--- src/rtl/cmp_pipe_pkg.sv ---
// Shared types and helpers for the cmp_pipe comparator pipeline.
package cmp_pipe_pkg;

  typedef enum logic [2:0] {
    OP_EQ = 3'd0,
    OP_NE = 3'd1,
    OP_LT = 3'd2,
    OP_LE = 3'd3,
    OP_GT = 3'd4,
    OP_GE = 3'd5
  } cmp_op_e;

  localparam int unsigned CMP_OP_LAST = 5;

  // Codes above the last defined relation are reserved.
  function automatic logic is_reserved_op(input logic [2:0] op);
    return (op > 3'(CMP_OP_LAST));
  endfunction

endpackage

--- src/rtl/cmp_lane.sv ---
// Single-lane combinational relational compare, signed or unsigned.
module cmp_lane
  import cmp_pipe_pkg::*;
#(
  parameter int WIDTH = 7
) (
  input  logic [WIDTH-1:0] a,
  input  logic [WIDTH-1:0] b,
  input  logic [2:0]       op,
  input  logic             signed_mode,
  output logic             res
);

  // One extra bit holds the sign (or a zero) so a single signed compare
  // covers both modes without any subtraction overflow.
  logic [WIDTH:0] ext_a;
  logic [WIDTH:0] ext_b;
  logic           eq;
  logic           lt;

  assign ext_a = {signed_mode & a[WIDTH-1], a};
  assign ext_b = {signed_mode & b[WIDTH-1], b};
  assign eq    = (a == b);
  assign lt    = ($signed(ext_a) < $signed(ext_b));

  // Select the requested relation; reserved codes yield 0.
  always_comb begin
    res = 1'b0;
    case (op)
      OP_EQ:   res = eq;
      OP_NE:   res = !eq;
      OP_LT:   res = lt;
      OP_LE:   res = lt || eq;
      OP_GT:   res = !(lt || eq);
      OP_GE:   res = !lt;
      default: res = 1'b0;
    endcase
  end

endmodule

--- src/rtl/cmp_pipe.sv ---
// Two-stage valid/ready pipelined multi-lane comparator.
// Optional hit counter enabled by defining CMP_PIPE_HIT_COUNT_EN.
module cmp_pipe
  import cmp_pipe_pkg::*;
#(
  parameter int WIDTH = 7,
  parameter int LANES = 1
) (
  input  logic                   CLK,
  input  logic                   ASYNCRESETN,
  input  logic [LANES*WIDTH-1:0] I0,
  input  logic [LANES*WIDTH-1:0] I1,
  input  logic [2:0]             OP,
  input  logic                   SIGNED,
  input  logic                   I_VALID,
  output logic                   I_READY,
  output logic [LANES-1:0]       O,
  output logic                   O_ANY,
  output logic                   O_ALL,
  output logic                   O_ERR,
  output logic                   O_VALID,
  input  logic                   O_READY
`ifdef CMP_PIPE_HIT_COUNT_EN
  ,
  output logic [31:0]            HIT_CNT,
  input  logic                   HIT_CLR
`endif
);

  logic                   s1_valid;
  logic [LANES*WIDTH-1:0] s1_i0;
  logic [LANES*WIDTH-1:0] s1_i1;
  logic [2:0]             s1_op;
  logic                   s1_signed;
  logic                   s2_valid;

  logic                   s1_load;
  logic                   s2_load;
  logic [LANES-1:0]       lane_res;
  logic [LANES-1:0]       lane_res_m;
  logic                   s1_err;

  assign s2_load = s1_valid && (!s2_valid || O_READY);
  assign I_READY = !s1_valid || s2_load;
  assign s1_load = I_VALID && I_READY;
  assign O_VALID = s2_valid;

  for (genvar k = 0; k < LANES; k++) begin : g_lane
    cmp_lane #(.WIDTH(WIDTH)) u_lane (
      .a           (s1_i0[k*WIDTH +: WIDTH]),
      .b           (s1_i1[k*WIDTH +: WIDTH]),
      .op          (s1_op),
      .signed_mode (s1_signed),
      .res         (lane_res[k])
    );
  end

  assign s1_err     = is_reserved_op(s1_op);
  assign lane_res_m = s1_err ? '0 : lane_res;

  // Stage 1: capture operands and mode on an input transfer.
  always_ff @(posedge CLK or negedge ASYNCRESETN) begin
    if (!ASYNCRESETN) begin
      s1_valid  <= 1'b0;
      s1_i0     <= '0;
      s1_i1     <= '0;
      s1_op     <= '0;
      s1_signed <= 1'b0;
    end else begin
      if (s1_load) begin
        s1_valid  <= 1'b1;
        s1_i0     <= I0;
        s1_i1     <= I1;
        s1_op     <= OP;
        s1_signed <= SIGNED;
      end else if (s2_load) begin
        s1_valid  <= 1'b0;
      end
    end
  end

  // Stage 2: register lane results, reductions and error; hold while stalled.
  always_ff @(posedge CLK or negedge ASYNCRESETN) begin
    if (!ASYNCRESETN) begin
      s2_valid <= 1'b0;
      O        <= '0;
      O_ANY    <= 1'b0;
      O_ALL    <= 1'b0;
      O_ERR    <= 1'b0;
    end else begin
      if (s2_load) begin
        s2_valid <= 1'b1;
        O        <= lane_res_m;
        O_ANY    <= |lane_res_m;
        O_ALL    <= (&lane_res_m) && !s1_err;
        O_ERR    <= s1_err;
      end else if (O_READY) begin
        s2_valid <= 1'b0;
      end
    end
  end

`ifdef CMP_PIPE_HIT_COUNT_EN
  // Count output transfers with any lane hit; saturating, clear has priority.
  always_ff @(posedge CLK or negedge ASYNCRESETN) begin
    if (!ASYNCRESETN) begin
      HIT_CNT <= '0;
    end else if (HIT_CLR) begin
      HIT_CNT <= '0;
    end else if (s2_valid && O_READY && O_ANY && (HIT_CNT != '1)) begin
      HIT_CNT <= HIT_CNT + 32'd1;
    end
  end
`endif

endmodule

--- config.mk ---
export PLATFORM = sky130hd
export DESIGN_NAME = cmp_pipe
export DESIGN_NICKNAME = d
export VERILOG_FILES = /design/src/rtl/cmp_pipe_pkg.sv /design/src/rtl/cmp_lane.sv /design/src/rtl/cmp_pipe.sv
export SDC_FILE = /design/constraint.sdc
export NUM_CORES = 1
export LEC_CHECK = 0
export ABC_AREA = 1
export ABC_CLOCK_PERIOD_IN_PS = 1850
export BUFFER_PORTS_ARGS = -buffer_cell sky130_fd_sc_hd__buf_2
export CAP_MARGIN = 20
export CORE_UTILIZATION = 40
export CTS_CLUSTER_DIAMETER = 100
export CTS_CLUSTER_SIZE = 8
export DETAILED_ROUTE_END_ITERATION = 8
export GPL_TIMING_DRIVEN = 0
export HOLD_SLACK_MARGIN = 0.06
export PLACE_DENSITY = 0.6
export SLEW_MARGIN = 20
export SYNTH_ARGS = -nofsm -noshare
export SYNTH_HDL_FRONTEND = slang
export SYNTH_SLANG_ARGS = --single-unit
--- constraint.sdc ---
create_clock -name CLK -period 1.85 [get_ports CLK]
set_input_delay 0 -clock CLK [delete_from_list [all_inputs] [get_ports CLK]]
set_output_delay 0 -clock CLK [all_outputs]
set_load 0.02 [all_outputs]
# Word-level counts from Yosys, hierarchy flattened

Cells that the tools add are included.

Add/sub/neg operators: 0
Equal/unequal tests: 6
Multiply operators: 0
Reduce and logical (&&, ||, !) cells: 15
Multiplexer cells: 6
Divide/modulo/power cells: 0
Order comparisons: 2
Shift operators: 0
Bitwise gates (word level): 2

Operator list:

| operator                                                        | count |
|---|---|
| 8-bit < comparator                                              | 1 |
| 7-bit == test                                                   | 1 |
| 3-bit by 2-bit == test with 1-bit output, second input constant | 2 |
| 3-bit == test, second input constant                            | 2 |
| 1-bit logical NOT                                               | 6 |
| 1-bit one-hot mux with 6 select lines                           | 1 |
| 1-bit two-way mux                                               | 5 |
| 2-bit nonzero test                                              | 2 |
| 3-bit by 1-bit == test with 1-bit output, second input constant | 1 |
| 3-bit greater-than comparator, second input constant            | 1 |
| 1-bit logical AND                                               | 3 |
| 3-bit logical NOT                                               | 1 |
| 1-bit logical OR                                                | 3 |
| 1-bit bitwise AND                                               | 2 |

Logic and storage cells: 40
Latch bits: 0
Input port bits: 22
Register bits after elaboration: 23
Memories: 0
Output and inout bits: 6
ROM bits: 0
Memory bits (writable): 0

# Longest topological paths before layout

Gate-level depths: netlist of the first run.

Depth in word-level cells: 7
Mapped depth: 17
Mapped depth without buffers: 17

# Cells and area by module

A second synthesis of the first run with hierarchy kept.

Cell total of the unflattened synthesis: 152
Area, all modules: 1,191.1 µm²

Modules (own cells, without submodules):

| module   | times used | area each (µm²) | cells each | sequential area each (µm²) |
|---|---|---|---|---|
| cmp_pipe | 1          | 892.1           | 96         | 550.5 |
| cmp_lane | 1          | 299.0           | 56         | 0.0 |

# Worst setup path after synthesis of the first run

Ideal clock, no wire load.

Path kind: reg-to-reg
Start point: reg s1_i0[3]
End point: reg O_ANY
Period minus slack after synthesis: 1.458 ns
Data required time: 1.733 ns
Slack: 0.392 ns
Buffers on the path: 0
Data arrival time: 1.341 ns
Library setup time: 0.117 ns
Stages on the path, launching flop included: 11
Cell sequence: dfrtp_1 > ha_1 > nand2_1 > nor2_2 > nand4_2 > o211ai_1 > nand2_1 > nor2_1 > nand2_1 > nand2_1 > nand2_1

Longest elaborated chain between the ends: 5
Elaborated cells on any way between the ends: 8
Classes of those cells: order compare (1); eq/ne (1); mux (2); reduce/logical (4)

RTL lines:

| item                                                | RTL line                       | text |
|---|---|---|
| from (decl)                                         | cmp_pipe.sv:31                 | `logic [LANES*WIDTH-1:0] s1_i0;` |
| from (signal assigned)                              | cmp_pipe.sv:65                 | `s1_i0 <= '0;` |
| from (signal assigned)                              | cmp_pipe.sv:72                 | `s1_i0 <= I0;` |
| 8-bit < comparator or 7-bit == test (tied branches) | cmp_lane.sv:24, cmp_lane.sv:23 |  |
| 1-bit logical OR                                    | cmp_lane.sv:33, cmp_lane.sv:34 |  |
| 1-bit logical NOT                                   | cmp_lane.sv:34                 | `OP_GT: res = !(lt \|\| eq);` |
| 1-bit one-hot mux with 6 select lines (*)           | cmp_lane.sv:29                 | `case (op)` |
| 1-bit two-way mux (*)                               | cmp_pipe.sv:59                 | `assign lane_res_m = s1_err ? '0 : lane_res;` |
| to (signal assigned)                                | cmp_pipe.sv:94                 | `O_ANY <= \|lane_res_m;` |
| to (decl)                                           | cmp_pipe.sv:18                 | `output logic O_ANY,` |

Mark *: on every way between the ends. The rest lies on a longest branch, timed or not.
A chain may end at the register's enable or synchronous reset.

# Worst setup path after layout of the first run

Start point: reg s1_i1[1]
End point: reg O_ANY

Longest elaborated chain between the ends: 5
Elaborated cells on any way between the ends: 8
Classes of those cells: order compare (1); eq/ne (1); mux (2); reduce/logical (4)

RTL lines:

| item                                                | RTL line                       | text |
|---|---|---|
| from (decl)                                         | cmp_pipe.sv:32                 | `logic [LANES*WIDTH-1:0] s1_i1;` |
| from (signal assigned)                              | cmp_pipe.sv:66                 | `s1_i1 <= '0;` |
| from (signal assigned)                              | cmp_pipe.sv:73                 | `s1_i1 <= I1;` |
| 8-bit < comparator or 7-bit == test (tied branches) | cmp_lane.sv:24, cmp_lane.sv:23 |  |
| 1-bit logical OR                                    | cmp_lane.sv:33, cmp_lane.sv:34 |  |
| 1-bit logical NOT                                   | cmp_lane.sv:34                 |  |
| 1-bit one-hot mux with 6 select lines (*)           | cmp_lane.sv:29                 |  |
| 1-bit two-way mux (*)                               | cmp_pipe.sv:59                 |  |

Marked as above.

==> qor.yml, run 1 <==
outcome:
  status: "completed"
yosys:
  synth.distinct_cells: 18
  yosysWarnings: 0
  syn_area_per_cell_um2: 9.00
  ys_seq_area_frac: 0.481
  ys_ff_latch: 22
  synth_area_um2: 1140
  syn-num-nets: 156
  postSynthCellCount: 127
place:
  portBuffers: 27
  dpl.hpwl_um: 1570
  dp.cells: 185
  dpl-instance-area_um2: 1320
  globalplace.congestion: 0.804
cts:
  clock_sinks: 22
  htreeDepth: 1
  cts_resized: 0
  postCtsSetupBuffers: 0
  max-clock-path-buffers: 2
  cts_tree: "built"
  cts-root-buf: "clkbuf_4"
  clk_latency_ps: 310
  clk_pin_slew_worst_paths_ps: 130
  numCtsBuffers: 3
setup_path:
  crit_start: "s1_i1[1]"
  r2r_setup_slack_ps: 240
  worstPathMaxFanout: 3
  path_class: "reg -> reg"
  r2r-end: "O_ANY"
  critPathCaptureType: "register"
  cp_data_arrival_time_ps: 1830
  startpoint_type: "register"
  critPathRequiredTime_ps: 2070
  rr_startpoint: "s1_i1[1]"
  reg2reg_depth: 16
sta:
  worstMarginPinSlew_ps: 492
  finalSetupViolations: 0
  tns_ps: 0
  finalHoldViolations: 0
  slew_violations: 0
  skew_ps: 14.1
  slew_headroom: 0.672
  finalCritPeriodShare: 0.872
  rsz0062_at_grt: "no"
  fmax_mhz: 620
  min_period_ps: 1610
worst_hold_path:
  hp-class: "in -> async"
finish:
  layout-drive-gt1-share: 0.270
  fin_nets: 208
  final_area_um2: 1570
  layout_common_cells: "nand2_1, buf_2, dfrtp_1"
  n_antenna_cell: 0
  layout_commonest_cell: "nand2_1"
  fin_cells: 209
  area_growth_pct: 37.3
grt:
  grt_max_degree: 23
  grt_pass1_wl_um: 3960
  grt_overflow: 0
  antenna_found_initial: 0
  track_usage: 0.163
  grt_pass1_vias: 984
floorplanning:
  start_util: 0.418
  row_count: 19
  ios: 28
  core_area_um2: 2730
  die_width_um: 55.5
  die_area_um2: 3080
  fp.dieH_um: 55.5
drt:
  wl_per_cell_um: 10.6
  drc: 0
  ant_nets: 0
  drtIter0Drc: 11
  dr.pass1.iters: 4
  routed_wl_um: 2220
  vias_per_cell: 4.68
  num_vias: 979
pwr:
  power_density_nw_per_um2: 960
  p_leak_nw: 0.826
  power_w: 0.00151
  ir_drop_uv: 644
flow_run:
  cap_violations: 0
==> worst max-delay path: stages, from the launching register on <==
cell and delay [ps]:
dfrtp_1 360, inv_1 50, ha_1 310, nand2_1 70
nand2_1 50, nand2_1 50, nand2_1 40, nand2_1 50
nand2_1 60, nand2_1 100, nand2_1 80, nand2_1 60
nand2_1 50, nand2_1 50, nand2_1 50, nand2_1 50
nand2_1 40
==> power by group <==
| part | total, W | internal (W) | switching (W) |
|---|---|---|---|
| sequential | 0.000623 | 0.000565 | 0.0000575 |
| combinational | 0.000519 | 0.000237 | 0.000282 |
| clock | 0.000366 | 0.000219 | 0.000147 |
==> metal layers <==
metal  GRT usage  routed length, µm  vias up  share of wire
li1            -                  -      509              -
met5           0                  0        -              0
met2       0.310               1200       12           0.54
met3      0.0234                 47        2          0.021
met4      0.0714                 19        0         0.0086
met1       0.176                955      456           0.43
==> synthesized netlist by cell type <==
| library cell | number | share of area |
|---|---|---|
| ha_1 | 7 | 0.077 |
| nand2_2 | 1 | 0.0055 |
| clkinv_1 | 1 | 0.0033 |
| dfrtp_1 | 22 | 0.48 |
| nand3_1 | 3 | 0.013 |
| nand4_2 | 1 | 0.011 |
| buf_4 | 2 | 0.013 |
| buf_6 | 2 | 0.020 |
| nor2_1 | 17 | 0.056 |
| inv_1 | 15 | 0.049 |
| o21ai_1 | 1 | 0.0044 |
| nand2_1 | 28 | 0.092 |
| mux2_2 | 9 | 0.089 |
| nand3_2 | 1 | 0.0088 |
| o211ai_1 | 1 | 0.0066 |
| o21ai_0 | 1 | 0.0044 |
| nor2_2 | 1 | 0.0055 |
| a21oi_1 | 14 | 0.061 |
==> cell families after synthesis <==
kind of cell               count (synthesis)  share of synthesized area
DFF                                       22                      0.481
buffers and inverters                     20                     0.0853
adders and majority gates                  7                     0.0766
muxes                                      9                     0.0886
and+or+nand+nor                           52                      0.191
AOI/OAI and AO/OA                         17                     0.0766
==> flip-flops by register name (all words and copies together), names as in the netlist <==
| register | cells |
|---|---|
| s1_i0 | 7 |
| s1_i1 | 7 |
| s1_op | 3 |
| O_ANY | 1 |
| O_ERR | 1 |
| O_VALID | 1 |
| s1_signed | 1 |
| s1_valid | 1 |
==> how the worst max path moves through the flow <==
stage | depth (start not counted) | endpoint
2_1_floorplan | 10 | O_ANY
3_3_place_gp | 10 | O_ANY
3_5_place_dp | 10 | O_ANY
4_1_cts | 10 | O_ANY
5_1_grt | 16 | O_ANY
6_report | 16 | O_ANY
==> what timing repair did <==
action | in CTS | in global routing
endpoints found under the hold margin | 42 | 0
hold buffers | 20 | 0
setup endpoints to repair | 0 | 0
==> stage by stage <==
| stage | hold slack [ps] | utilization | setup WS (ps) |
|---|---|---|---|
| floorplan | -296 | - | 392 |
| global placement | -6.06 | 0.482 | 287 |
| detailed placement | -1.54 | 0.482 | 254 |
| CTS | 181 | 0.574 | 246 |
| global route | 217 | 0.574 | 42.4 |
| finish | 171 | 0.574 | 236 |
==> final cells by class <==
| class | count | area, µm² |
|---|---|---|
| fillers | 266 | 1160 |
| flip-flops and latches | 22 | 551 |
| multi-input cells | 85 | 495 |
| repair buffers | 47 | 335 |
| inverters | 16 | 60.1 |
| well taps | 31 | 38.8 |
| plain buffers | 4 | 37.5 |
| clock inverters | 1 | 30.0 |
| clock buffers | 3 | 22.5 |
Power figures use the tool's default switching activity.
==> run 2: changes to the inputs <==
--- a/config.mk
+++ b/config.mk
@@ -6,7 +6,7 @@
 export NUM_CORES = 1
 export LEC_CHECK = 0
 export ABC_AREA = 1
-export ABC_CLOCK_PERIOD_IN_PS = 1850
+export ABC_CLOCK_PERIOD_IN_PS = 1400
 export BUFFER_PORTS_ARGS = -buffer_cell sky130_fd_sc_hd__buf_2
 export CAP_MARGIN = 20
 export CORE_UTILIZATION = 40
@@ -15,7 +15,7 @@
 export DETAILED_ROUTE_END_ITERATION = 8
 export GPL_TIMING_DRIVEN = 0
 export HOLD_SLACK_MARGIN = 0.06
-export PLACE_DENSITY = 0.6
+export PLACE_DENSITY = 0.62
 export SLEW_MARGIN = 20
 export SYNTH_ARGS = -nofsm -noshare
 export SYNTH_HDL_FRONTEND = slang
==> constraint.sdc (replaced) <==
create_clock -name CLK -period 1.4 [get_ports CLK]
set_input_delay 0 -clock CLK [delete_from_list [all_inputs] [get_ports CLK]]
set_output_delay 0 -clock CLK [all_outputs]
set_load 0.02 [all_outputs]
==> run 2 against run 1 <==
  * The run now ends with setup timing left
  * Highest routed layer unchanged
  * Largest cell class is now multi-input combinational cells
  * Sequential power is 34% higher
  * Worst hold slack worse by 2.0 ps
  * Sequential cell count unchanged
  * Non-clock buffer count up 1
  * Die area unchanged
  * Largest power group unchanged
==> qor.yml, run 2 (synthesis results as in run 1) <==
setup_path:
  cp_top_family: "simple AND/OR/NAND/NOR gates"
  crit_path_max_incr_delay_ps: 450
  startpoint_type: "register"
  crit_top_cell: "nand2_1"
  path_buf_inv: 0
  worstPathCellList: "ha_4 > nand2_4 > nor2_4 > nand4_4 > o211ai_1 > nand2_1 > nor2_1 > nand2_1 > nand2_1 > nand2_1"
  critPathCaptureType: "register"
  worstPathMaxFanout: 4
  cp_data_arrival_time_ps: 1900
  cp_slowest_cell: "dfrtp_1"
  critPathRequiredTime_ps: 1620
  path_class: "reg -> reg"
pwr:
  pwr-share-clk: 0.231
  swShare: 0.337
  p_sw_w: 0.000718
  seqPwrFrac: 0.393
  ir_drop_uv: 992
  combinationalPowerShare: 0.377
  power_density_nw_per_um2: 1280
  p_leak_nw: 0.833
  intPower_w: 0.00141
drt:
  dr.pass1.iters: 4
  vias_per_cell: 4.80
  routed_wl_um: 2440
  drtIter0Drc: 19
  num_vias: 1007
  drc: 0
  ant_nets: 0
  wl_per_cell_um: 11.6
grt:
  grt_overflow: 0
  antenna_found_initial: 0
  track_usage: 0.171
  grt_max_degree: 23
  grt_pass1_vias: 1027
  grt_pass1_wl_um: 4220
finish:
  fin_util: 0.610
  area_growth_pct: 45.7
  fillers: 228
  fin_nets: 209
  regArea_um2: 551
  layout-drive-gt1-share: 0.335
  layout_commonest_cell: "buf_2"
  multi_input_area_um2: 584
  top_regs: "s1_i0 x7, s1_i1 x7, s1_op x3"
  layout_common_cells: "buf_2, nand2_1, dfrtp_1"
  n_antenna_cell: 0
outcome:
  violations: "setup timing"
  status: "complete, but fails checks"
sta:
  skew_ps: 5.18
  tns_ps: -271
  finalSetupViolations: 1
  slew_headroom: 0.671
  fmax_mhz: 599
  finalCritPeriodShare: 1.19
  finalHoldViolations: 0
  worstMarginPinSlew_ps: 493
  layout_setup_ws_ps: -271
  slew_violations: 0
  rsz0062_at_grt: "yes"
  min_period_ps: 1670
cts:
  clk_latency_ps: 310
  clock_sinks: 22
  clk_pin_slew_worst_paths_ps: 130
  htreeDepth: 1
  cts_tree: "built"
  max-clock-path-buffers: 2
  numCtsBuffers: 3
  cts-root-buf: "clkbuf_4"
floorplanning:
  core_area_um2: 2730
  fp.dieH_um: 55.5
  die_width_um: 55.5
  row_count: 19
  start_util: 0.418
  ios: 28
  die_area_um2: 3080
flow_run:
  cap_violations: 0
place:
  globalplace.congestion: 0.757
  portBuffers: 27
  dpl.hpwl_um: 1630
worst_hold_path:
  hp-class: "in -> async"
==> run 2: cell types whose count changed in the layout (fill, tap and decap cells not counted), sizes merged <==
cell,delta
buf,+1
==> run 2: through the flow <==
step	setup WS, ps	hold slack, ps	area (µm²)	std cells	total power, W
after floorplan	-57.9	-296	1140	127	0.00130
final	-271	169	1670	210	0.00213
after global placement	-180	-14.6	1320	185	0.00147
after global routing	-339	218	1670	210	0.00227
after detailed placement	-247	-7.08	1320	185	0.00149
after CTS	-247	181	1580	209	0.00203
==> run 2: layout make-up <==
cell class                      instances  share of cell area
Multi-Input combinational cell         85               0.351
Sequential cell                        22               0.330
Timing Repair Buffer                   48               0.206
Inverter                               16              0.0360
Tap cell                               31              0.0233
Buffer                                  4              0.0225
Clock inverter                          1              0.0180
Clock buffer                            3              0.0135
==> run 2: final timing paths <==
check / from / to / slack, ps / depth (start not counted)
setup / recovery: s1_i0[5] / O_ANY / -270 / 10
setup reg to reg: s1_i0[5] / O_ANY / -270 / 10
hold reg to reg: s1_signed / s1_signed / 530 / 1
hold / removal: ASYNCRESETN / O_VALID / 170 / 2
min in group CLK: I_VALID / s1_i0[1] / 240 / 3
max in group asynchronous: ASYNCRESETN / s1_i0[2] / 890 / 2
==> run 2: repair_timing <==
item | 4_1_cts | 5_1_grt
hold buffers | 20 | 0
gates resized for setup | 1 | 13
buffers inserted | 0 | 1
pin swaps | 0 | 11
endpoints found under the setup margin | 1 | 1
endpoints found under the hold margin | 42 | 0
==> run 2: power groups by stage <==
stage          sequential [W]  combinational [W]  clock, W
6_report             0.000837           0.000803  0.000491
5_1_grt              0.000855           0.000899  0.000518
4_1_cts              0.000824           0.000707  0.000499
3_5_place_dp         0.000836           0.000652         0
3_3_place_gp         0.000831           0.000635         0
2_1_floorplan        0.000858           0.000440         0
==> run 2: worst reg2reg max path, cell delays in order, from the launching register on <==
cell and delay [ps]:
dfrtp_1 450, ha_4 300, nand2_4 50, nor2_4 120, nand4_4 100, o211ai_1 220, nand2_1 70, nor2_1 110
nand2_1 60, nand2_1 60, nand2_1 50
==> run 2: per-layer routing <==
layer,GRT usage,share of wire
met1,0.192,0.43
met2,0.325,0.53
met3,0.0141,0.023
met4,0.0750,0.016
met5,0,0
==> run 3: changes to the inputs <==
--- a/config.mk
+++ b/config.mk
@@ -16,6 +16,7 @@
 export GPL_TIMING_DRIVEN = 0
 export HOLD_SLACK_MARGIN = 0.06
 export PLACE_DENSITY = 0.62
+export REMOVE_ABC_BUFFERS = 1
 export SLEW_MARGIN = 20
 export SYNTH_ARGS = -nofsm -noshare
 export SYNTH_HDL_FRONTEND = slang
==> run 3 against run 2 <==
  * The flow still finishes with violations (setup timing)
  * Sequential power about the same
  * Core utilization decreased by 3.9 points
  * Sequential cell count unchanged
  * Register-to-register slack better by 50 ps
  * First-iteration DRC count shrank 42%
  * Largest cell class is now sequential cells
  * Largest power group unchanged
  * Highest routed layer unchanged
==> qor.yml, run 3 (synthesis results as in run 1) <==
outcome:
  status: "complete, but fails checks"
  violations: "setup timing"
drt:
  routed_wl_um: 2290
  num_vias: 973
  dr.pass1.iters: 4
  drtIter0Drc: 11
  vias_per_cell: 4.75
  wl_per_cell_um: 11.2
  drc: 0
  ant_nets: 0
floorplanning:
  start_util: 0.418
  ios: 28
  fp.dieH_um: 55.5
  die_area_um2: 3080
  row_count: 19
  die_width_um: 55.5
  core_area_um2: 2730
cts:
  clk_latency_ps: 300
  cts_tree: "built"
  cts-root-buf: "clkbuf_4"
  clock_sinks: 22
  max-clock-path-buffers: 2
  htreeDepth: 1
  clk_pin_slew_worst_paths_ps: 110
  numCtsBuffers: 3
setup_path:
  crit_top_cell: "nand2_1"
  startpoint_type: "register"
  cp_slowest_cell: "dfrtp_1"
  path_buf_inv: 0
  cp_top_family: "simple AND/OR/NAND/NOR gates"
  crit_path_max_incr_delay_ps: 430
  worstPathCellList: "ha_4 > nand2_2 > nor2_2 > nand4_2 > o211ai_1 > nand2_1 > nor2_1 > nand2_1 > nand2_1 > nand2_1"
  critPathCaptureType: "register"
  worstPathMaxFanout: 3
  path_class: "reg -> reg"
  critPathRequiredTime_ps: 1600
  cp_data_arrival_time_ps: 1820
sta:
  slew_headroom: 0.655
  fmax_mhz: 616
  worstMarginPinSlew_ps: 517
  min_period_ps: 1620
  rsz0062_at_grt: "yes"
  finalHoldViolations: 0
  skew_ps: 6.13
  tns_ps: -225
  finalSetupViolations: 1
  slew_violations: 0
  layout_setup_ws_ps: -225
  finalCritPeriodShare: 1.16
place:
  globalplace.congestion: 0.827
  dp.cells: 181
  dpl.hpwl_um: 1480
  portBuffers: 27
pwr:
  power_density_nw_per_um2: 1150
  p_sw_w: 0.000646
  ir_drop_uv: 694
  pwr-share-clk: 0.153
  intPower_w: 0.00115
  combinationalPowerShare: 0.381
  swShare: 0.360
  seqPwrFrac: 0.466
  p_leak_nw: 0.792
grt:
  antenna_found_initial: 0
  grt_overflow: 0
  grt_pass1_vias: 979
  grt_pass1_wl_um: 3930
  grt_max_degree: 29
  track_usage: 0.161
finish:
  top_regs: "s1_i0 x7, s1_i1 x7, s1_op x3"
  fillers: 242
  area_growth_pct: 36.4
  multi_input_area_um2: 546
  regArea_um2: 551
  layout_common_cells: "buf_2, nand2_1, dfrtp_1"
  n_antenna_cell: 0
  fin_cells: 205
  layout-drive-gt1-share: 0.305
  layout_commonest_cell: "buf_2"
  fin_nets: 205
flow_run:
  cap_violations: 0
worst_hold_path:
  hp-class: "in -> reg"
run 3: changes by cell type in the layout (fill, tap and decap cells not counted):
cell,before,now
buf_4,3,1
buf_6,2,0
bufinv_16,1,0
ha_1,2,4
ha_4,5,3
nand4_2,0,1
nand4_4,1,0
nor2_2,0,1
nor2_4,1,0
run 3: final cells by class:
cell class              instances  share of cell area
flip-flops and latches         22               0.353
multi-input cells              85               0.350
repair buffers                 48               0.220
inverters                      16              0.0385
well taps                      31              0.0249
clock buffers                   3              0.0144
run 3: what timing repair did:
item,CTS,global route
pin swaps,2,2
resized for setup,7,3
hold endpoints to repair,42,0
hold buffers,20,0
endpoints found under the setup margin,10,1
setup buffers,1,0
run 3: power by group through the flow:
stage                     clock network (W)  registers, W  logic (W)
after floorplan                           0      0.000897   0.000348
after CTS                          0.000297      0.000834   0.000676
after global placement                    0      0.000829   0.000576
final                              0.000275      0.000834   0.000683
after detailed placement                  0      0.000838   0.000591
after global routing               0.000316      0.000850   0.000765
run 3: path summary, 6_finish.rpt:
| check | from | end | slack (ps) | depth (start not counted) |
|---|---|---|---|---|
| setup / recovery | s1_i0[3] | O_ANY | -220 | 10 |
| hold / removal | I_VALID | s1_valid | 120 | 3 |
| setup reg to reg | s1_i0[3] | O_ANY | -220 | 10 |
| hold reg to reg | s1_i1[2] | s1_i1[2] | 520 | 2 |
| max in group asynchronous | ASYNCRESETN | O_ERR | 860 | 2 |
| min in group asynchronous | ASYNCRESETN | s1_i0[5] | 190 | 2 |
run 3: tightest hold or removal path: cells and delay by family:
| family | cells | cell delay [ps] |
|---|---|---|
| and+or+nand+nor | 2 | 290 |
| buffers and inverters | 1 | 100 |
run 3: routing by layer:
metal	track usage	vias up	part of all wire
met2	0.310	22	0.52
li1	-	500	-
met1	0.173	445	0.44
met5	0	-	0
met4	0.0679	0	0.014
met3	0.0211	6	0.027
run 3: through the flow:
stage	instance area, µm²	hold slack [ps]	worst slack, ps	total power, W	utilization
final	1560	121	-225	0.00179	0.571
after global routing	1560	161	-304	0.00193	0.571
after CTS	1560	125	-208	0.00181	0.570
after detailed placement	1280	-0.734	-229	0.00143	0.468
after global placement	1280	-17.6	-153	0.00140	0.468
after floorplan	1110	-296	-118	0.00124	-
